[config.mk]
export PLATFORM = sky130hd
export DESIGN_NAME = stall_unit_flat
export DESIGN_NICKNAME = d
export VERILOG_FILES = /design/src/rtl/stall_unit_if.sv /design/src/rtl/stall_unit.sv /design/src/flat_wrapper.sv
export SDC_FILE = /design/constraint.sdc
export NUM_CORES = 1
export LEC_CHECK = 0
export CORE_MARGIN = 1
export CORE_UTILIZATION = 27
export DETAILED_ROUTE_END_ITERATION = 16
export GPL_ROUTABILITY_DRIVEN = 0
export PLACE_DENSITY = 0.77
export SLEW_MARGIN = 20
export SYNTH_ARGS = -nofsm -noshare
export SYNTH_HDL_FRONTEND = slang
export SYNTH_SLANG_ARGS = --single-unit
export TNS_END_PERCENT = 100
[constraint.sdc]
create_clock -name vclk -period 3
set_clock_uncertainty 0.15 [all_clocks]
set_input_delay 0.3 -clock vclk [all_inputs]
set_output_delay 0.3 -clock vclk [all_outputs]
set_load 0.05 [all_outputs]
[src/rtl/stall_unit_if.sv]
// Pipeline-register view seen by the hazard unit: the four stage
// instructions, the mult/div status from E, and the resulting stall.
interface stall_unit_if;
    logic [31:0] FD_IR;
    logic [31:0] DE_IR;
    logic [31:0] EM_IR;
    logic [31:0] MW_IR;
    logic        E_Busy;
    logic [1:0]  E_Start;
    logic        Stall;

    // Pipeline datapath side: supplies instructions and status, consumes Stall.
    modport master (
        output FD_IR, DE_IR, EM_IR, MW_IR, E_Busy, E_Start,
        input  Stall
    );

    // Hazard unit side.
    modport slave (
        input  FD_IR, DE_IR, EM_IR, MW_IR, E_Busy, E_Start,
        output Stall
    );
endinterface

[src/rtl/stall_unit.sv]
// Hazard detection for the 5-stage MIPS pipeline. Compares the source
// registers of the instruction in D against the destinations of the
// instructions in E and M using a Tuse/Tnew model. Also handles mult/div
// busy and the eret-after-mtc0-EPC hazard. Purely combinational.
module stall_unit (
    input  logic         clk,
    input  logic         reset,
    stall_unit_if.slave  bus
);

    // Decoded hazard attributes of one instruction.
    typedef struct packed {
        logic       rs_used;
        logic [1:0] rs_tuse;
        logic       rt_used;
        logic [1:0] rt_tuse;
        logic [4:0] dst;         // 0 means no destination
        logic [1:0] tnew_e;      // cycles until result is forwardable, in E
        logic [1:0] tnew_m;      // same, in M
        logic       is_md;       // touches the mult/div unit
        logic       is_eret;
        logic       is_mtc0_epc; // mtc0 writing EPC (cp0 reg 14)
    } dec_t;

    localparam logic [5:0] OP_RTYPE  = 6'h00;
    localparam logic [5:0] OP_REGIMM = 6'h01;
    localparam logic [5:0] OP_JAL    = 6'h03;
    localparam logic [5:0] OP_BEQ    = 6'h04;
    localparam logic [5:0] OP_BNE    = 6'h05;
    localparam logic [5:0] OP_BLEZ   = 6'h06;
    localparam logic [5:0] OP_BGTZ   = 6'h07;
    localparam logic [5:0] OP_ADDI   = 6'h08;
    localparam logic [5:0] OP_ADDIU  = 6'h09;
    localparam logic [5:0] OP_SLTI   = 6'h0a;
    localparam logic [5:0] OP_SLTIU  = 6'h0b;
    localparam logic [5:0] OP_ANDI   = 6'h0c;
    localparam logic [5:0] OP_ORI    = 6'h0d;
    localparam logic [5:0] OP_XORI   = 6'h0e;
    localparam logic [5:0] OP_LUI    = 6'h0f;
    localparam logic [5:0] OP_COP0   = 6'h10;
    localparam logic [5:0] OP_LB     = 6'h20;
    localparam logic [5:0] OP_LH     = 6'h21;
    localparam logic [5:0] OP_LW     = 6'h23;
    localparam logic [5:0] OP_LBU    = 6'h24;
    localparam logic [5:0] OP_LHU    = 6'h25;
    localparam logic [5:0] OP_SB     = 6'h28;
    localparam logic [5:0] OP_SH     = 6'h29;
    localparam logic [5:0] OP_SW     = 6'h2b;

    localparam logic [5:0] FN_SLL   = 6'h00;
    localparam logic [5:0] FN_SRL   = 6'h02;
    localparam logic [5:0] FN_SRA   = 6'h03;
    localparam logic [5:0] FN_SLLV  = 6'h04;
    localparam logic [5:0] FN_SRLV  = 6'h06;
    localparam logic [5:0] FN_SRAV  = 6'h07;
    localparam logic [5:0] FN_JR    = 6'h08;
    localparam logic [5:0] FN_JALR  = 6'h09;
    localparam logic [5:0] FN_MFHI  = 6'h10;
    localparam logic [5:0] FN_MTHI  = 6'h11;
    localparam logic [5:0] FN_MFLO  = 6'h12;
    localparam logic [5:0] FN_MTLO  = 6'h13;
    localparam logic [5:0] FN_MULT  = 6'h18;
    localparam logic [5:0] FN_MULTU = 6'h19;
    localparam logic [5:0] FN_DIV   = 6'h1a;
    localparam logic [5:0] FN_DIVU  = 6'h1b;
    localparam logic [5:0] FN_ADD   = 6'h20;
    localparam logic [5:0] FN_ADDU  = 6'h21;
    localparam logic [5:0] FN_SUB   = 6'h22;
    localparam logic [5:0] FN_SUBU  = 6'h23;
    localparam logic [5:0] FN_AND   = 6'h24;
    localparam logic [5:0] FN_OR    = 6'h25;
    localparam logic [5:0] FN_XOR   = 6'h26;
    localparam logic [5:0] FN_NOR   = 6'h27;
    localparam logic [5:0] FN_SLT   = 6'h2a;
    localparam logic [5:0] FN_SLTU  = 6'h2b;
    localparam logic [5:0] FN_ERET  = 6'h18;

    localparam logic [4:0] CP0_MFC0 = 5'h00;
    localparam logic [4:0] CP0_MTC0 = 5'h04;
    localparam logic [4:0] CP0_EPC  = 5'd14;

    // Translate one instruction word into its hazard attributes.
    function automatic dec_t decode(input logic [31:0] ir);
        dec_t       d;
        logic [5:0] op;
        logic [5:0] fn;
        logic [4:0] rs;
        logic [4:0] rt;
        logic [4:0] rd;
        op = ir[31:26];
        fn = ir[5:0];
        rs = ir[25:21];
        rt = ir[20:16];
        rd = ir[15:11];
        d  = '0;
        // An all-zero word is a nop: no sources, no destination.
        if (ir != 32'd0) begin
            case (op)
                OP_RTYPE: begin
                    case (fn)
                        FN_ADD, FN_ADDU, FN_SUB, FN_SUBU, FN_AND, FN_OR,
                        FN_XOR, FN_NOR, FN_SLT, FN_SLTU,
                        FN_SLLV, FN_SRLV, FN_SRAV: begin
                            d.rs_used = 1'b1; d.rs_tuse = 2'd1;
                            d.rt_used = 1'b1; d.rt_tuse = 2'd1;
                            d.dst     = rd;   d.tnew_e  = 2'd1;
                        end
                        FN_SLL, FN_SRL, FN_SRA: begin
                            d.rt_used = 1'b1; d.rt_tuse = 2'd1;
                            d.dst     = rd;   d.tnew_e  = 2'd1;
                        end
                        FN_JR: begin
                            d.rs_used = 1'b1; d.rs_tuse = 2'd0;
                        end
                        FN_JALR: begin
                            d.rs_used = 1'b1; d.rs_tuse = 2'd0;
                            d.dst     = rd;   d.tnew_e  = 2'd0;
                        end
                        FN_MFHI, FN_MFLO: begin
                            d.dst   = rd; d.tnew_e = 2'd1;
                            d.is_md = 1'b1;
                        end
                        FN_MTHI, FN_MTLO: begin
                            d.rs_used = 1'b1; d.rs_tuse = 2'd1;
                            d.is_md   = 1'b1;
                        end
                        FN_MULT, FN_MULTU, FN_DIV, FN_DIVU: begin
                            d.rs_used = 1'b1; d.rs_tuse = 2'd1;
                            d.rt_used = 1'b1; d.rt_tuse = 2'd1;
                            d.is_md   = 1'b1;
                        end
                        default: ;
                    endcase
                end
                OP_BEQ, OP_BNE: begin
                    d.rs_used = 1'b1; d.rs_tuse = 2'd0;
                    d.rt_used = 1'b1; d.rt_tuse = 2'd0;
                end
                OP_BLEZ, OP_BGTZ, OP_REGIMM: begin
                    d.rs_used = 1'b1; d.rs_tuse = 2'd0;
                end
                OP_JAL: begin
                    d.dst = 5'd31; d.tnew_e = 2'd0;
                end
                OP_ADDI, OP_ADDIU, OP_SLTI, OP_SLTIU,
                OP_ANDI, OP_ORI, OP_XORI: begin
                    d.rs_used = 1'b1; d.rs_tuse = 2'd1;
                    d.dst     = rt;   d.tnew_e  = 2'd1;
                end
                OP_LUI: begin
                    d.dst = rt; d.tnew_e = 2'd1;
                end
                OP_LB, OP_LH, OP_LW, OP_LBU, OP_LHU: begin
                    d.rs_used = 1'b1; d.rs_tuse = 2'd1;
                    d.dst     = rt;
                    d.tnew_e  = 2'd2; d.tnew_m  = 2'd1;
                end
                OP_SB, OP_SH, OP_SW: begin
                    d.rs_used = 1'b1; d.rs_tuse = 2'd1;
                    d.rt_used = 1'b1; d.rt_tuse = 2'd2;
                end
                OP_COP0: begin
                    if (ir[25] && fn == FN_ERET) begin
                        d.is_eret = 1'b1;
                    end else if (rs == CP0_MFC0) begin
                        d.dst    = rt;
                        d.tnew_e = 2'd2; d.tnew_m = 2'd1;
                    end else if (rs == CP0_MTC0) begin
                        d.rt_used     = 1'b1; d.rt_tuse = 2'd2;
                        d.is_mtc0_epc = (rd == CP0_EPC);
                    end
                end
                default: ;
            endcase
        end
        return d;
    endfunction

    // One source against one producer: stall only if the value cannot be
    // forwarded in time. Equal Tuse and Tnew is covered by forwarding.
    function automatic logic src_hazard(input logic       used,
                                        input logic [4:0] src,
                                        input logic [1:0] tuse,
                                        input logic [4:0] dst,
                                        input logic [1:0] tnew);
        return used && (dst != 5'd0) && (src == dst) && (tuse < tnew);
    endfunction

    dec_t fd_dec;
    dec_t de_dec;
    dec_t em_dec;
    logic stall_rs;
    logic stall_rt;
    logic stall_md;
    logic stall_eret;

    assign fd_dec = decode(bus.FD_IR);
    assign de_dec = decode(bus.DE_IR);
    assign em_dec = decode(bus.EM_IR);

    // Combine the four hazard sources into the stall terms.
    always_comb begin
        // NOTE: every output of this block is defaulted first so that no
        // path through the conditions below can leave a latch behind.
        stall_rs   = 1'b0;
        stall_rt   = 1'b0;
        stall_md   = 1'b0;
        stall_eret = 1'b0;

        stall_rs = src_hazard(fd_dec.rs_used, bus.FD_IR[25:21], fd_dec.rs_tuse,
                              de_dec.dst, de_dec.tnew_e)
                 | src_hazard(fd_dec.rs_used, bus.FD_IR[25:21], fd_dec.rs_tuse,
                              em_dec.dst, em_dec.tnew_m);

        stall_rt = src_hazard(fd_dec.rt_used, bus.FD_IR[20:16], fd_dec.rt_tuse,
                              de_dec.dst, de_dec.tnew_e)
                 | src_hazard(fd_dec.rt_used, bus.FD_IR[20:16], fd_dec.rt_tuse,
                              em_dec.dst, em_dec.tnew_m);

        if (fd_dec.is_md && (bus.E_Busy || bus.E_Start != 2'b00)) begin
            stall_md = 1'b1;
        end

        if (fd_dec.is_eret && (de_dec.is_mtc0_epc || em_dec.is_mtc0_epc)) begin
            stall_eret = 1'b1;
        end
    end

    // Reset gates the stall in the same cycle so the reset edge is never held off.
    assign bus.Stall = !reset && (stall_rs || stall_rt || stall_md || stall_eret);

    // clk and the W-stage instruction take no part in any stall term; neither
    // do some decoded fields of the E/M/D views. They are folded into a sink.
    logic unused_sink;
    assign unused_sink = ^{clk, bus.MW_IR, fd_dec, de_dec, em_dec};

endmodule

[src/flat_wrapper.sv]
// flat-port wrapper written by rule: the top's interface ports become plain ports
module stall_unit_flat 
  (clk, reset, bus_FD_IR, bus_DE_IR, bus_EM_IR, bus_MW_IR, bus_E_Busy, bus_E_Start, bus_Stall);
  stall_unit_if bus_i ();
  input  logic clk;
  input  logic reset;
  input wire logic [$bits(bus_i.FD_IR)-1:0] bus_FD_IR;
  input wire logic [$bits(bus_i.DE_IR)-1:0] bus_DE_IR;
  input wire logic [$bits(bus_i.EM_IR)-1:0] bus_EM_IR;
  input wire logic [$bits(bus_i.MW_IR)-1:0] bus_MW_IR;
  input wire logic [$bits(bus_i.E_Busy)-1:0] bus_E_Busy;
  input wire logic [$bits(bus_i.E_Start)-1:0] bus_E_Start;
  output wire logic [$bits(bus_i.Stall)-1:0] bus_Stall;
  assign bus_i.FD_IR = bus_FD_IR;
  assign bus_i.DE_IR = bus_DE_IR;
  assign bus_i.EM_IR = bus_EM_IR;
  assign bus_i.MW_IR = bus_MW_IR;
  assign bus_i.E_Busy = bus_E_Busy;
  assign bus_i.E_Start = bus_E_Start;
  assign bus_Stall = bus_i.Stall;
  stall_unit u_core (.clk(clk), .reset(reset), .bus(bus_i));
endmodule
==> impl_metrics.csv <==
group,metric,value,unit
sta,tightestPinTransition,485,ps
sta,final-setup-viol-count,1,
die,starting_density,28.5,%
sta,postLayoutSetupSlackWorst,-314,ps
placement,place.detailed.instances,401,
die,die_h,70.2,um
cells_and_area,final_layout_size_suffix_gt1_share,32.5,%
sta,fin_setup_tns,-314,ps
critical_path,crit_chain,"dlygate4sd2_1 -> or3_1 -> or3_4 -> nor3_4 -> nor2_4 -> a2bb2oi_2 -> xnor2_1 -> or4_1 -> o22ai_2 -> a211o_2 -> buf_12",
route,drtIter0Drc,111,
sta,timing_hold_violations_final,0,
yosys,postSynthAreaPerCell,6.72,um2
yosys,syn_inst,187,
cells_and_area,n_sequential_cell,0,
critical_path,worstPathArrival,2860,ps
route,detail-route-antenna-nets,0,
global_routing,grt_start_max_net_pins,7,
cells_and_area,nClkBuffers,0,
cells_and_area,area.growth.synth_to_final,135,%
yosys,synth.distinct_cells,60,
yosys,synth_sequential_area_ratio,0,%
global_routing,global_route.usage.total,22.5,%
yosys,synth_top_area_cell,"nor4_1",
pwr,seq_power_share,0,%
yosys,netlist_area,0.00126,mm2
yosys,fraction_of_synthesized_cell_area_taken_by_the_top_area_cell_type,6.47,%
critical_path,endpoint_kind,"output pin",
die,die-width,70.2,um
sta,maxClockFrequency,0.302,GHz
cells_and_area,layoutNonFillerInstCount,406,
die,io_pins,134,
global_routing,gr-total-overflow,0,
route,vias,2234,
min_path,worstHoldPathType,"in -> out",
pwr,power.share.combinational,100.0,%
placement,dpl.hpwl,4830,um
pwr,power.switching,127,uW
yosys,synth_top_cells_by_count,"17 x nor2_1, 13 x nor4_1, 11 x a21oi_1",
cells_and_area,antenna_diode_count,0,
critical_path,crit_buf_inv,2,
die,placeableCoreArea,0.00441,mm2
yosys,ys_top_cells_by_area,"nor4_1 6.5%, xnor2_1 6.3%, nor2_1 5.1%",
pwr,power_leakage,0.00117,uW
critical_path,max_stage_delay,550,ps
sta,timing.max_slew.rel_slack,66.8,%
yosys,yosys_warnings,0,
route,route.detailed.vias_per_inst,5.50,
die,std_cell_rows,24,
sta,timing.final.crit_share,110,%
sta,max_transition_viols_final,0,
route,drt_first_pass_iters,4,
cells_and_area,sequential_cell_area,0,um2
critical_path,critical_path_peak_fanout,6,
global_routing,grt_first_pass_wirelength,9400,um
global_routing,number_of_global_route_vias_before_repair,2176,
cells_and_area,final_net_count,490,
critical_path,cp_top_family,"simple AND/OR/NAND/NOR gates",
die,floorplan_die_area,0.00493,mm2
critical_path,cp_slowest_cell,"or4_1",
pwr,p_clk_share,0,%
pwr,pwr_density_cell,113,mW/mm2
pwr,power_report.internal_total,206,uW
status,violations,"negative setup slack",
route,wl_per_cell,14.4,um
pwr,switch_share,38.1,%
run,maxCapViolations,0,
yosys,net_count_of_the_mapped_netlist,321,
sta,timing.final.crit_period,3310,ps
sta,grt_setup_unrepaired,"true",
critical_path,crit_type,"in -> out",
critical_path,cp.required,2550,ps
route,remaining_drc_errors,0,
placement,numPortBuffers,96,
pwr,ir_worst_vdd,0.0000541,V
yosys,synthMostInstantiatedCell,"nor2_1",
critical_path,setup.worst_path.start_class,"input port",
global_routing,antenna_found_initial,0,
status,run_status,"complete, but fails checks",
route,routed_wl,5840,um
[cells by family after synthesis]
logic type | count (synthesis) | share of synthesized area, %
AOI/OAI and AO/OA | 61 | 35.2
xor gates and xnor gates | 17 | 12.4
adders and majority gates | 1 | 0.995
buffers and inverters | 10 | 2.98
muxes | 1 | 0.895
and+or+nand+nor | 97 | 47.5
[routing by layer]
layer	global-route usage, %	wire [um]	up-vias
li1	-	-	1098
met2	42.6	3030	89
met4	3.33	46	0
met5	0	0	-
met1	27.2	2380	1043
met3	2.89	383	4
[path summary, 6_finish.rpt]
kind | start | endpoint | slack (ps) | cells after the start
hold / removal | reset | bus_Stall | 1430 | 4
setup / recovery | bus_EM_IR[29] | bus_Stall | -310 | 11
[layout make-up]
class | instances | area, um2
Fill cell | 353 | 1460
Multi-Input combinational cell | 177 | 1370
Timing Repair Buffer | 168 | 1490
Inverter | 9 | 33.8
Tap cell | 52 | 65.1
[tightest hold or removal path: cells and delay by family]
kind	cells	cell delay [ps]
buf+inv	2	620
simple gates	1	250
compound gates	1	120
[through the flow]
step | worst slack [ps] | util [%] | power [uW] | hold WS (ps) | area (um2)
floorplan | -66.6 | - | 89.5 | 873 | 1270
global placement | -542 | 63.5 | 313 | 1410 | 2800
detailed placement | -561 | 63.5 | 318 | 1420 | 2800
CTS | -223 | 66.0 | 327 | 1420 | 2910
global route | -401 | 67.0 | 358 | 1450 | 2960
finish | -314 | 67.0 | 333 | 1430 | 2960
[power groups by stage]
| stage | Sequential (uW) | Clock, uW | Combinational (uW) |
|---|---|---|---|
| after floorplan | 0 | 0 | 89.5 |
| after global placement | 0 | 0 | 313 |
| after detailed placement | 0 | 0 | 318 |
| after CTS | 0 | 0 | 327 |
| after global routing | 0 | 0 | 358 |
| final | 0 | 0 | 333 |
[what timing repair did]
action / CTS / global route
hold buffers: 0 / 0
gates resized for setup: 56 / 7
endpoints found under the setup margin: 1 / 1
pin swaps: 25 / 6
buffers inserted: 2 / 3
[placed cells by master, fill, tap and decap left out, types with 3 or more instances in the layout]
cell type	n
nand3b_1	3
a221oi_2	3
nand3_1	4
o211ai_1	3
xnor2_1	9
a21oi_1	10
buf_2	3
or4_4	3
nor2b_1	6
clkdlybuf4s15_1	4
nor4_1	10
or3_1	5
nand2_1	6
clkdlybuf4s50_1	78
nor3_1	9
buf_4	71
inv_1	7
xor2_1	7
o21ai_0	10
nor2_1	13
dlygate4sd2_1	8
nand4_1	7
nor4_2	3
Power figures use the tool's default switching activity.
